**config.mk**
```make
export PLATFORM = sky130hd
export DESIGN_NAME = cpu_mem_bridge_flat
export DESIGN_NICKNAME = d
export VERILOG_FILES = /design/src/rtl/cpu_mem_bridge_if.sv /design/src/rtl/cpu_mem_bridge.sv /design/src/flat_wrapper.sv
export SDC_FILE = /design/constraint.sdc
export NUM_CORES = 1
export LEC_CHECK = 0
export ABC_AREA = 1
export CORE_ASPECT_RATIO = 1.1
export CORE_MARGIN = 1.5
export CORE_UTILIZATION = 35
export DETAILED_ROUTE_END_ITERATION = 8
export HOLD_SLACK_MARGIN = 0.1
export PLACE_DENSITY = 0.68
export SYNTH_ARGS = -nofsm -noshare
export SYNTH_HDL_FRONTEND = slang
export SYNTH_SLANG_ARGS = --single-unit
```
**constraint.sdc**
```tcl
create_clock -name Clk -period 3.6 [get_ports Clk]
set_clock_uncertainty 0.1 [all_clocks]
set_input_delay 0.54 -clock Clk [delete_from_list [all_inputs] [get_ports Clk]]
set_output_delay 0.54 -clock Clk [all_outputs]
set_load 0.1 [all_outputs]
```
**src/rtl/cpu_mem_bridge_if.sv**
```systemverilog
// Request/grant memory bus between the bridge (master) and the memory (slave).
interface cpu_mem_bridge_if #(
  parameter int ADDR_W = 32,
  parameter int DATA_W = 32
);
  logic              MemReq;
  logic              MemWe;
  logic [ADDR_W-1:0] MemAddress;
  logic [DATA_W-1:0] MemWriteData;
  logic              MemGnt;
  logic              MemRValid;
  logic [DATA_W-1:0] MemRData;

  modport master (
    output MemReq, MemWe, MemAddress, MemWriteData,
    input  MemGnt, MemRValid, MemRData
  );

  modport slave (
    input  MemReq, MemWe, MemAddress, MemWriteData,
    output MemGnt, MemRValid, MemRData
  );
endinterface

```
**src/rtl/cpu_mem_bridge.sv**
```systemverilog
// CPU memory-port bridge: posted write buffer with read forwarding, a
// single-outstanding read FSM and a bus timeout with a sticky error flag.
module cpu_mem_bridge #(
  parameter int DATA_W     = 32,
  parameter int ADDR_W     = 32,
  parameter int WBUF_DEPTH = 2,
  parameter int TIMEOUT    = 255
) (
  input  logic              Clk,
  input  logic              Rst,
  input  logic [ADDR_W-1:0] CpuAddress,
  input  logic [DATA_W-1:0] CpuWriteData,
  input  logic              CpuRead,
  input  logic              CpuWrite,
  output logic [DATA_W-1:0] CpuReadData,
  output logic              CpuStall,
  output logic              BusError,
  cpu_mem_bridge_if.master  mem
);

  localparam int PTR_W = (WBUF_DEPTH > 1) ? $clog2(WBUF_DEPTH) : 1;
  localparam int CNT_W = $clog2(WBUF_DEPTH + 1);
  localparam int TMO_W = $clog2(TIMEOUT + 1);

  typedef enum logic [2:0] {IDLE, DRAIN, RADDR, RWAIT, RESP} state_e;

  state_e state_q, state_d;

  // write buffer: circular FIFO, head = oldest entry
  logic [WBUF_DEPTH-1:0][ADDR_W-1:0] addr_mem_q, addr_mem_d;
  logic [WBUF_DEPTH-1:0][DATA_W-1:0] data_mem_q, data_mem_d;
  logic [PTR_W-1:0]                  head_q, head_d;
  logic [CNT_W-1:0]                  count_q, count_d;

  logic [ADDR_W-1:0] raddr_q, raddr_d;
  logic [DATA_W-1:0] rdata_q, rdata_d;
  logic [TMO_W-1:0]  tmo_q, tmo_d;
  logic              err_q, err_d;

  logic              full, empty;
  logic [PTR_W-1:0]  tail;
  logic [PTR_W-1:0]  fwd_idx;
  logic              fwd_hit;
  logic [DATA_W-1:0] fwd_data;
  logic              wr_req, rd_req, req;
  logic              waiting, expire;
  logic              push, pop;
  logic              stall;
  logic [DATA_W-1:0] rd_data;

  assign full  = (count_q == CNT_W'(WBUF_DEPTH));
  assign empty = (count_q == '0);
  assign tail  = PTR_W'((int'(head_q) + int'(count_q)) % WBUF_DEPTH);

  // Forwarding: walk entries oldest to youngest so the youngest match wins.
  always_comb begin
    fwd_hit  = 1'b0;
    fwd_data = '0;
    fwd_idx  = '0;
    for (int k = 0; k < WBUF_DEPTH; k++) begin
      fwd_idx = PTR_W'((int'(head_q) + k) % WBUF_DEPTH);
      if (k < int'(count_q) && addr_mem_q[fwd_idx] == CpuAddress) begin
        fwd_hit  = 1'b1;
        fwd_data = data_mem_q[fwd_idx];
      end
    end
  end

  // Read FSM next state, bus arbitration, timeout and CPU-facing outputs.
  always_comb begin
    state_d = state_q;
    raddr_d = raddr_q;
    rdata_d = rdata_q;
    stall   = 1'b0;
    rd_data = '0;

    // Writes drain only while no read owns the bus.
    wr_req  = !empty && (state_q == IDLE || state_q == DRAIN);
    rd_req  = (state_q == RADDR);
    req     = wr_req || rd_req;
    waiting = (req && !mem.MemGnt) || (state_q == RWAIT && !mem.MemRValid);
    expire  = waiting && (tmo_q == TMO_W'(TIMEOUT - 1));
    // A timed-out write is dropped, which is a pop like a granted one.
    pop     = wr_req && (mem.MemGnt || expire);
    // Acceptance uses the registered count: a same-cycle pop does not help.
    push    = CpuWrite && !full && (state_q == IDLE);

    unique case (state_q)
      IDLE: begin
        if (CpuWrite) begin
          stall = full;
        end else if (CpuRead) begin
          if (fwd_hit) begin
            rd_data = fwd_data;
          end else begin
            stall   = 1'b1;
            raddr_d = CpuAddress;
            state_d = empty ? RADDR : DRAIN;
          end
        end
      end
      DRAIN: begin
        stall = 1'b1;
        if (empty || (pop && count_q == CNT_W'(1))) state_d = RADDR;
      end
      RADDR: begin
        stall = 1'b1;
        if (mem.MemGnt) begin
          state_d = RWAIT;
        end else if (expire) begin
          rdata_d = '1;
          state_d = RESP;
        end
      end
      RWAIT: begin
        stall = 1'b1;
        if (mem.MemRValid) begin
          rdata_d = mem.MemRData;
          state_d = RESP;
        end else if (expire) begin
          rdata_d = '1;
          state_d = RESP;
        end
      end
      RESP: begin
        rd_data = rdata_q;
        state_d = IDLE;
      end
      default: state_d = IDLE;
    endcase

    // Restart the wait count whenever what is on the bus changes.
    if (!waiting || expire || pop || state_d != state_q) tmo_d = '0;
    else                                                  tmo_d = tmo_q + TMO_W'(1);

    err_d = err_q || expire;
  end

  // Write buffer next state.
  always_comb begin
    addr_mem_d = addr_mem_q;
    data_mem_d = data_mem_q;
    head_d     = head_q;
    if (push) begin
      addr_mem_d[tail] = CpuAddress;
      data_mem_d[tail] = CpuWriteData;
    end
    if (pop) head_d = (head_q == PTR_W'(WBUF_DEPTH - 1)) ? '0 : head_q + PTR_W'(1);
    count_d = count_q + CNT_W'(push) - CNT_W'(pop);
  end

  // FSM state register.
  always_ff @(posedge Clk or negedge Rst) begin
    if (!Rst) state_q <= IDLE;
    else      state_q <= state_d;
  end

  // Buffer, read latches, timeout counter and sticky error.
  always_ff @(posedge Clk or negedge Rst) begin
    if (!Rst) begin
      addr_mem_q <= '0;
      data_mem_q <= '0;
      head_q     <= '0;
      count_q    <= '0;
      raddr_q    <= '0;
      rdata_q    <= '0;
      tmo_q      <= '0;
      err_q      <= 1'b0;
    end else begin
      addr_mem_q <= addr_mem_d;
      data_mem_q <= data_mem_d;
      head_q     <= head_d;
      count_q    <= count_d;
      raddr_q    <= raddr_d;
      rdata_q    <= rdata_d;
      tmo_q      <= tmo_d;
      err_q      <= err_d;
    end
  end

  // Bus drives zero whenever no request is up.
  assign mem.MemReq       = req;
  assign mem.MemWe        = wr_req;
  assign mem.MemAddress   = wr_req ? addr_mem_q[head_q] : (rd_req ? raddr_q : '0);
  assign mem.MemWriteData = wr_req ? data_mem_q[head_q] : '0;

  // Never stall an idle CPU, and never while reset is held.
  assign CpuStall    = stall && (CpuRead || CpuWrite) && Rst;
  assign CpuReadData = rd_data;
  assign BusError    = err_q;

endmodule

```
**src/flat_wrapper.sv**
```systemverilog
// flat-port wrapper written by rule: the top's interface ports become plain ports
module cpu_mem_bridge_flat 
#(
  parameter int DATA_W     = 32,
  parameter int ADDR_W     = 32,
  parameter int WBUF_DEPTH = 2,
  parameter int TIMEOUT    = 255
)
  (Clk, Rst, CpuAddress, CpuWriteData, CpuRead, CpuWrite, CpuReadData, CpuStall, BusError, mem_MemReq, mem_MemWe, mem_MemAddress, mem_MemWriteData, mem_MemGnt, mem_MemRValid, mem_MemRData);
  cpu_mem_bridge_if #(.ADDR_W(ADDR_W), .DATA_W(DATA_W)) mem_i ();
  input  logic Clk;
  input  logic Rst;
  input  logic [ADDR_W-1:0] CpuAddress;
  input  logic [DATA_W-1:0] CpuWriteData;
  input  logic CpuRead;
  input  logic CpuWrite;
  output logic [DATA_W-1:0] CpuReadData;
  output logic CpuStall;
  output logic BusError;
  output wire logic [$bits(mem_i.MemReq)-1:0] mem_MemReq;
  output wire logic [$bits(mem_i.MemWe)-1:0] mem_MemWe;
  output wire logic [$bits(mem_i.MemAddress)-1:0] mem_MemAddress;
  output wire logic [$bits(mem_i.MemWriteData)-1:0] mem_MemWriteData;
  input wire logic [$bits(mem_i.MemGnt)-1:0] mem_MemGnt;
  input wire logic [$bits(mem_i.MemRValid)-1:0] mem_MemRValid;
  input wire logic [$bits(mem_i.MemRData)-1:0] mem_MemRData;
  assign mem_MemReq = mem_i.MemReq;
  assign mem_MemWe = mem_i.MemWe;
  assign mem_MemAddress = mem_i.MemAddress;
  assign mem_MemWriteData = mem_i.MemWriteData;
  assign mem_i.MemGnt = mem_MemGnt;
  assign mem_i.MemRValid = mem_MemRValid;
  assign mem_i.MemRData = mem_MemRData;
  cpu_mem_bridge #(.DATA_W(DATA_W), .ADDR_W(ADDR_W), .WBUF_DEPTH(WBUF_DEPTH), .TIMEOUT(TIMEOUT)) u_core (.Clk(Clk), .Rst(Rst), .CpuAddress(CpuAddress), .CpuWriteData(CpuWriteData), .CpuRead(CpuRead), .CpuWrite(CpuWrite), .CpuReadData(CpuReadData), .CpuStall(CpuStall), .BusError(BusError), .mem(mem_i));
endmodule
```
Word level (Yosys, flattened, before mapping). Cells that the tools add are included.

Bits in registers: 207. Bits of input ports: 102. Output and inout port bits: 100. Logic and storage cells: 112.

Add/subtract/negate cells: 6. $lt $le $gt $ge: 6. Equality and inequality tests: 11. Muxes and demuxes: 42. Bitwise logic cells: 2. Reductions and logical operators: 34.

Operators with widths (count): 32-bit two-way mux (20); 64-bit bitwise mux (2); 32-bit one-hot mux with 2 select lines (2); 32-bit == test (2); 32-bit demux with 1-bit select (1); 3-bit two-way mux (7); 1-bit logical AND (13); 3-bit one-hot mux with 4 select lines (1); 1-bit logical OR (10); 8-bit by 1-bit adder with 8-bit output, second input constant (1); 8-bit == test, second input constant (1); 8-bit two-way mux (1); 3-bit by 2-bit == test with 1-bit output, second input constant (2); 1-bit by 2-bit less-than comparator with 1-bit output, second input constant (3); 1-bit two-way mux (6); 1-bit logical NOT (5); 1-bit by 2-bit less-than comparator with 1-bit output, first input constant (2); 4-bit AND reduction (1); 3-bit by 1-bit == test with 1-bit output, second input constant (1); 3-bit == test, second input constant (1); 3-bit logical NOT (1); 3-bit != test (1); 3-bit OR reduction (1); 1-bit adder, second input constant (2); other kinds (13) (14).

Logic depth before layout (Yosys ltp).
Depth in word-level cells: 16. Gate-level depth with buffers: 20. Gate-level depth less buffers: 17.

Least setup slack after synthesis. Ideal clock, no wire load.

Kind: reg2out. From: reg u_core.count_q[0]. To: out mem_MemAddress[16]. Data arrival time: 3097 ps. Slack: -137 ps. Cell stages (with the launch flop): 9. Path buffers: 2. Cells stage by stage: dfrtp_1 inv_1 nand2_1 nand3_1 clkbuf_1 inv_1 clkbuf_1 nand2_1 o21ai_0.

Cells in the longest elaborated chain, start to end: 4.

RTL lines: start: declaration (RTL line cpu_mem_bridge.sv:33) `logic [CNT_W-1:0] count_q, count_d;`; start signal: assignment (RTL line cpu_mem_bridge.sv:173) `count_q <= count_d;`; 2-bit logical NOT (RTL line cpu_mem_bridge.sv:52) `assign empty = (count_q == '0);`; 1-bit logical NOT (RTL line cpu_mem_bridge.sv:78) `wr_req = !empty && (state_q == IDLE || state_q == DRAIN);`; 1-bit logical AND (RTL line cpu_mem_bridge.sv:78); via mem_MemWe (RTL line flat_wrapper.sv:21) `output wire logic [$bits(mem_i.MemWe)-1:0] mem_MemWe;`; 32-bit two-way mux (RTL line cpu_mem_bridge.sv:184) `assign mem.MemAddress = wr_req ? addr_mem_q[head_q] : (rd_req ? raddr_q : '0);`; end: declaration (RTL line flat_wrapper.sv:22) `output wire logic [$bits(mem_i.MemAddress)-1:0] mem_MemAddress;`.

The timed path passes the listed nets, and every way through them passes these cells.

Final worst setup path.
From: reg u_core.head_q. To: out CpuReadData[19].

Cells in the longest elaborated chain, start to end: 10. Elaborated cells on any way between the ends: 21.

RTL lines: start: declaration (RTL line cpu_mem_bridge.sv:32) `logic [PTR_W-1:0] head_q, head_d;`; start signal: assignment (RTL line cpu_mem_bridge.sv:163) `head_q <= '0;`; start signal: assignment (RTL line cpu_mem_bridge.sv:172) `head_q <= head_d;`; 1-bit adder or 32-bit two-way mux (tied branches) (RTL line cpu_mem_bridge.sv:61, cpu_mem_bridge.sv:62); 32-bit two-way mux (not written as such) (RTL line cpu_mem_bridge.sv:62) `if (k < int'(count_q) && addr_mem_q[fwd_idx] == CpuAddress) begin`; 32-bit two-way mux (not written as such) or 32-bit == test (tied branches) (RTL line cpu_mem_bridge.sv:62); 32-bit == test or 1-bit logical AND (tied branches) (RTL line cpu_mem_bridge.sv:62); 1-bit logical AND, or another cell as far along (RTL line cpu_mem_bridge.sv:62); 32-bit two-way mux or 1-bit two-way mux (tied branches) (RTL line cpu_mem_bridge.sv:62); 32-bit two-way mux (*) (RTL line cpu_mem_bridge.sv:93) `if (fwd_hit) begin`; 32-bit two-way mux (*) (RTL line cpu_mem_bridge.sv:92) `end else if (CpuRead) begin`; 32-bit two-way mux (*) (RTL line cpu_mem_bridge.sv:90) `if (CpuWrite) begin`; 32-bit one-hot mux with 2 select lines (*) (RTL line cpu_mem_bridge.sv:88) `unique case (state_q)`; end: declaration (RTL line flat_wrapper.sv:17) `output logic [DATA_W-1:0] CpuReadData;`.

Every way passes the cells marked *; elsewhere a longest branch is shown, timed or not. The select of a mux whose other input is x is not followed.

==> results.md <==
- For this run, the top clock speed supported by timing is 249 MHz.
- Setup slack on the worst reg-to-reg path comes out at 0.67 ns.
- Of all nets on the critical path, the largest fanout is 8.
- In this run the core area contains 70 standard-cell rows.
- The maximum number of pins on one net before global-route repair is 151.
- The initial antenna violation count came to 2.
- For this run, the leading register cell type out of synthesis is dfrtp_1.
- The final count of hold timing violations was 0.
- The later pin in the worst-skew pair is clocked with a latency of 0.54 ns.
- In this run the critical register-to-register path is launched from u_core.head_q.
- The level count of the clock H-tree is 1.
- The tree is rooted in a clkbuf_16.
- Summed over all layers, the routed wires come to 38900 um.
- The wire length of the first global-routing pass is 59500 um.
- STA puts the critical path data required time at 2.96 ns.
- The clock-pin slew on the worst setup and hold paths is 0.06 ns.
- The largest single stage delay on the critical path is 0.56 ns.
- Across the run, the number of max-cap violations was 0.
- Traced cell by cell, the critical path runs through clkinv_8, clkbuf_16, nand2_1, nand2_1, nand2_1, nand2_1, nor2_1, nand2_1, nor2_1, nand2_1, nor2_2, nand2_4, nand2_4, inv_4, nor2_8, buf_12, buf_8, nand2_4, o21ai_4, buf_12.
- The count of input and output buffers is 201.
- Setup violations remaining at the end of the flow were counted as 33.
- For this configuration, the core starts out at a cell density of 0.356.
- The boundary pin count is 202.
- The post-synthesis register bit count is 207.
- The layout-stage area growth over the synthesis result is 41.5%.
- After synthesis the cells add up to 11900 um2.
- The family of cells with the greatest summed delay on the critical path is simple AND/OR/NAND/NOR gates.
- The min-delay analysis places its worst path in the category reg -> reg.
- Routability-driven placement finished with a final weighted congestion of 0.926.
- In this run, distinct cell masters in the synthesized netlist total 30.
- The run finished, with violations left.
- In the final routed layout, each cell accounts on average for 16.2 um.
- Yosys mapped a number of flops with a built-in enable equal to 0.
- The final setup slack of the worst path is -0.420 ns.
- The cell type of the slowest stage on the worst timing path is dfrtp_4.
- The portion of the clock cycle consumed by the worst path in the final layout is 1.12.
- The worst reg-to-reg path cell count is 18.
- The pre-antenna-repair detailed-routing pass consisted of 6 iterations.
- TritonCTS created 25 clock buffers.
- The worst hold path endpoint is u_core.state_q[1].
- The critical path contains buffers and inverters numbering 6 combined.
- Measured along the y axis, the die boundary spans 196 um.
- Fill cells in the final layout number 3114.
- When the netlist entered floorplanning its net count stood at 1852.
- For the worst setup path, the data arrival time is 3.38 ns.
- The checks that failed: setup timing.
- After the last flow step, the layout net total stands at 2051.
- The Yosys step of the flow raised 0 warnings.
- After layout, the minimum clock period comes to 4.02 ns.
- The remaining design rule violation count is 0.
- Counting stages on the worst path, the most repeated cell is nand2_1.
- Dividing the synthesized area by the synthesized cell count gives 6.80 um2.
- The final count of pins violating max slew came to 0.
- Across every metal layer, demand over resource in global routing totals 0.213.
- The width of the die is 179 um.
- The worst setup path is launched from a register.
- The worst register-to-register path ends at u_core.raddr_q[15].
- In the synthesized netlist, the number of instances is 1746.
- The via count of the first global-routing pass is 11300.
- Setup repair after global routing could not meet its margin everywhere.
- The leftover overflow at the end of global routing is 0.
- The total number of vias is 12100.
- For this block, the initial DRC count from the detailed router was 1078.
- The max-slew headroom at the worst pin is 0.317.
- In this run the most critical hold path is launched from u_core.state_q[2].
- The worst setup path is of the reg -> out kind.
- The number of nets still failing antenna checks after routing is 0.
- The fraction of final layout cells sized beyond drive strength 1 is 0.160.
- The design area is 16800 um2.
- The cell area reported after detailed placement is 15000 um2.
- The CTS tree is built.
- The number of vias per cell is 5.05.
- The hold path depth is 1.
- For the final routed database, the setup TNS stands at -11.78 ns.
- STA classifies the critical path endpoint as a primary output.
- Detailed placement ended at an HPWL of 25300 um.
- The share of synthesized flip-flops with an asynchronous set or reset is 1.00.
- The core region is 33400 um2.
- The clock passes through at most 3 buffers.
- The sequential area share after synthesis is 0.436.
- The TritonCTS sink count is 207.
- At the pin with the least slew margin, the transition time is 1.02 ns.
- The die covers 35000 um2.
registers in the layout (all words and copies together), names as in the netlist:
| signal | flops |
|---|---|
| u_core.BusError | 1 |
| u_core.addr_mem_q | 64 |
| u_core.count_q | 2 |
| u_core.data_mem_q | 64 |
| u_core.head_q | 1 |
| u_core.raddr_q | 32 |
| u_core.rdata_q | 32 |
| u_core.state_q | 3 |
| u_core.tmo_q | 8 |
cell usage after synthesis, types with 9 or more instances:
cell	n	area share
nand2_1	610	0.19
nor3_1	33	0.014
o22ai_1	14	0.0074
inv_1	225	0.071
nand3_1	64	0.027
clkbuf_1	53	0.017
xor2_1	17	0.013
nor2_1	92	0.029
a21oi_1	36	0.015
dfrtp_1	207	0.44
o21ai_1	88	0.037
buf_4	9	0.0057
buf_2	22	0.0093
o21ai_0	241	0.10
per-layer routing:
metal	track usage	vias to the layer above	part of all wire
met4	0.0485	2	0.022
li1	-	5887	-
met1	0.288	5685	0.43
met5	0	-	0.00031
met3	0.0337	69	0.073
met2	0.357	453	0.47
worst reg2reg max path, stage by stage, from the launching register on:
cell and delay, ns:
dfrtp_4 0.56, clkinv_8 0.15, clkbuf_16 0.21, nand2_1 0.06, nand2_1 0.09, nand2_1 0.07, nand2_1 0.05, nor2_1 0.13
nand2_1 0.08, nor2_1 0.11, nand2_1 0.09, nor2_2 0.18, nand2_4 0.13, nand2_4 0.10, inv_4 0.05, buf_4 0.14
nand2_4 0.06, buf_12 0.28, o21ai_0 0.15
through the flow:
step	util	cells	worst slack [ns]	hold WS, ns
floorplan	-	1746	-0.0485	0.144
global placement	0.451	2327	-0.139	0.347
detailed placement	0.451	2327	-0.161	0.343
CTS	0.485	2382	-0.311	0.358
global route	0.503	2395	-0.514	0.398
finish	0.503	2396	-0.420	0.360
kinds of logic after synthesis:
| family | Yosys count | synth area share |
|---|---|---|
| xor+xnor | 20 | 0.0148 |
| compound gates | 386 | 0.166 |
| flops | 207 | 0.436 |
| fa+ha+maj | 4 | 0.00422 |
| simple gates | 805 | 0.268 |
| buf+inv | 324 | 0.111 |
what timing repair did:
| item | in CTS | in global routing |
|---|---|---|
| resized for setup | 47 | 123 |
| hold endpoints to repair | 57 | 0 |
| hold buffers | 1 | 0 |
| endpoints found under the setup margin | 34 | 33 |
| buffers inserted | 4 | 8 |
| cloned | 5 | 6 |
| pin swaps | 4 | 34 |
cell type report:
| type | instances | area [um2] | area share |
|---|---|---|---|
| Clock inverter | 6 | 58.8 | 0.00350 |
| Timing Repair Buffer | 267 | 3540 | 0.211 |
| Sequential cell | 207 | 5180 | 0.309 |
| Multi-Input combinational cell | 1215 | 5860 | 0.349 |
| Antenna cell | 1 | 2.50 | 0.000149 |
| Tap cell | 432 | 541 | 0.0322 |
| Clock buffer | 39 | 728 | 0.0433 |
| Inverter | 229 | 887 | 0.0528 |
placed cells by master (no fill, tap or decap), drive strengths merged, types with 2 or more instances in the layout:
cell type,synthesis,layout
nand2,611,611
o21ai,329,329
inv,228,227
dfrtp,207,207
buf,42,147
clkdlybuf4s50,0,101
nor2,93,93
nand3,64,64
clkbuf,53,57
a21oi,36,36
nor3,33,33
xor2,17,17
o22ai,14,14
clkinv,1,7
ha,4,4
nand4,3,3
xnor2,3,3
o211ai,2,2
worst max-delay path by stage:
stage,startpoint,cells past startpoint,slack [ns],to
floorplan,u_core.state_q[2],4,-0.05,mem_MemAddress[10]
global placement,CpuAddress[28],16,-0.14,CpuReadData[7]
detailed placement,CpuAddress[28],16,-0.16,CpuReadData[7]
CTS,u_core.head_q,16,-0.31,CpuReadData[1]
global route,u_core.head_q,19,-0.51,CpuReadData[3]
finish,u_core.head_q,20,-0.42,CpuReadData[19]
Power is not shown: default switching activity piles up to over one toggle a cycle in this logic, so the estimate is an artifact.
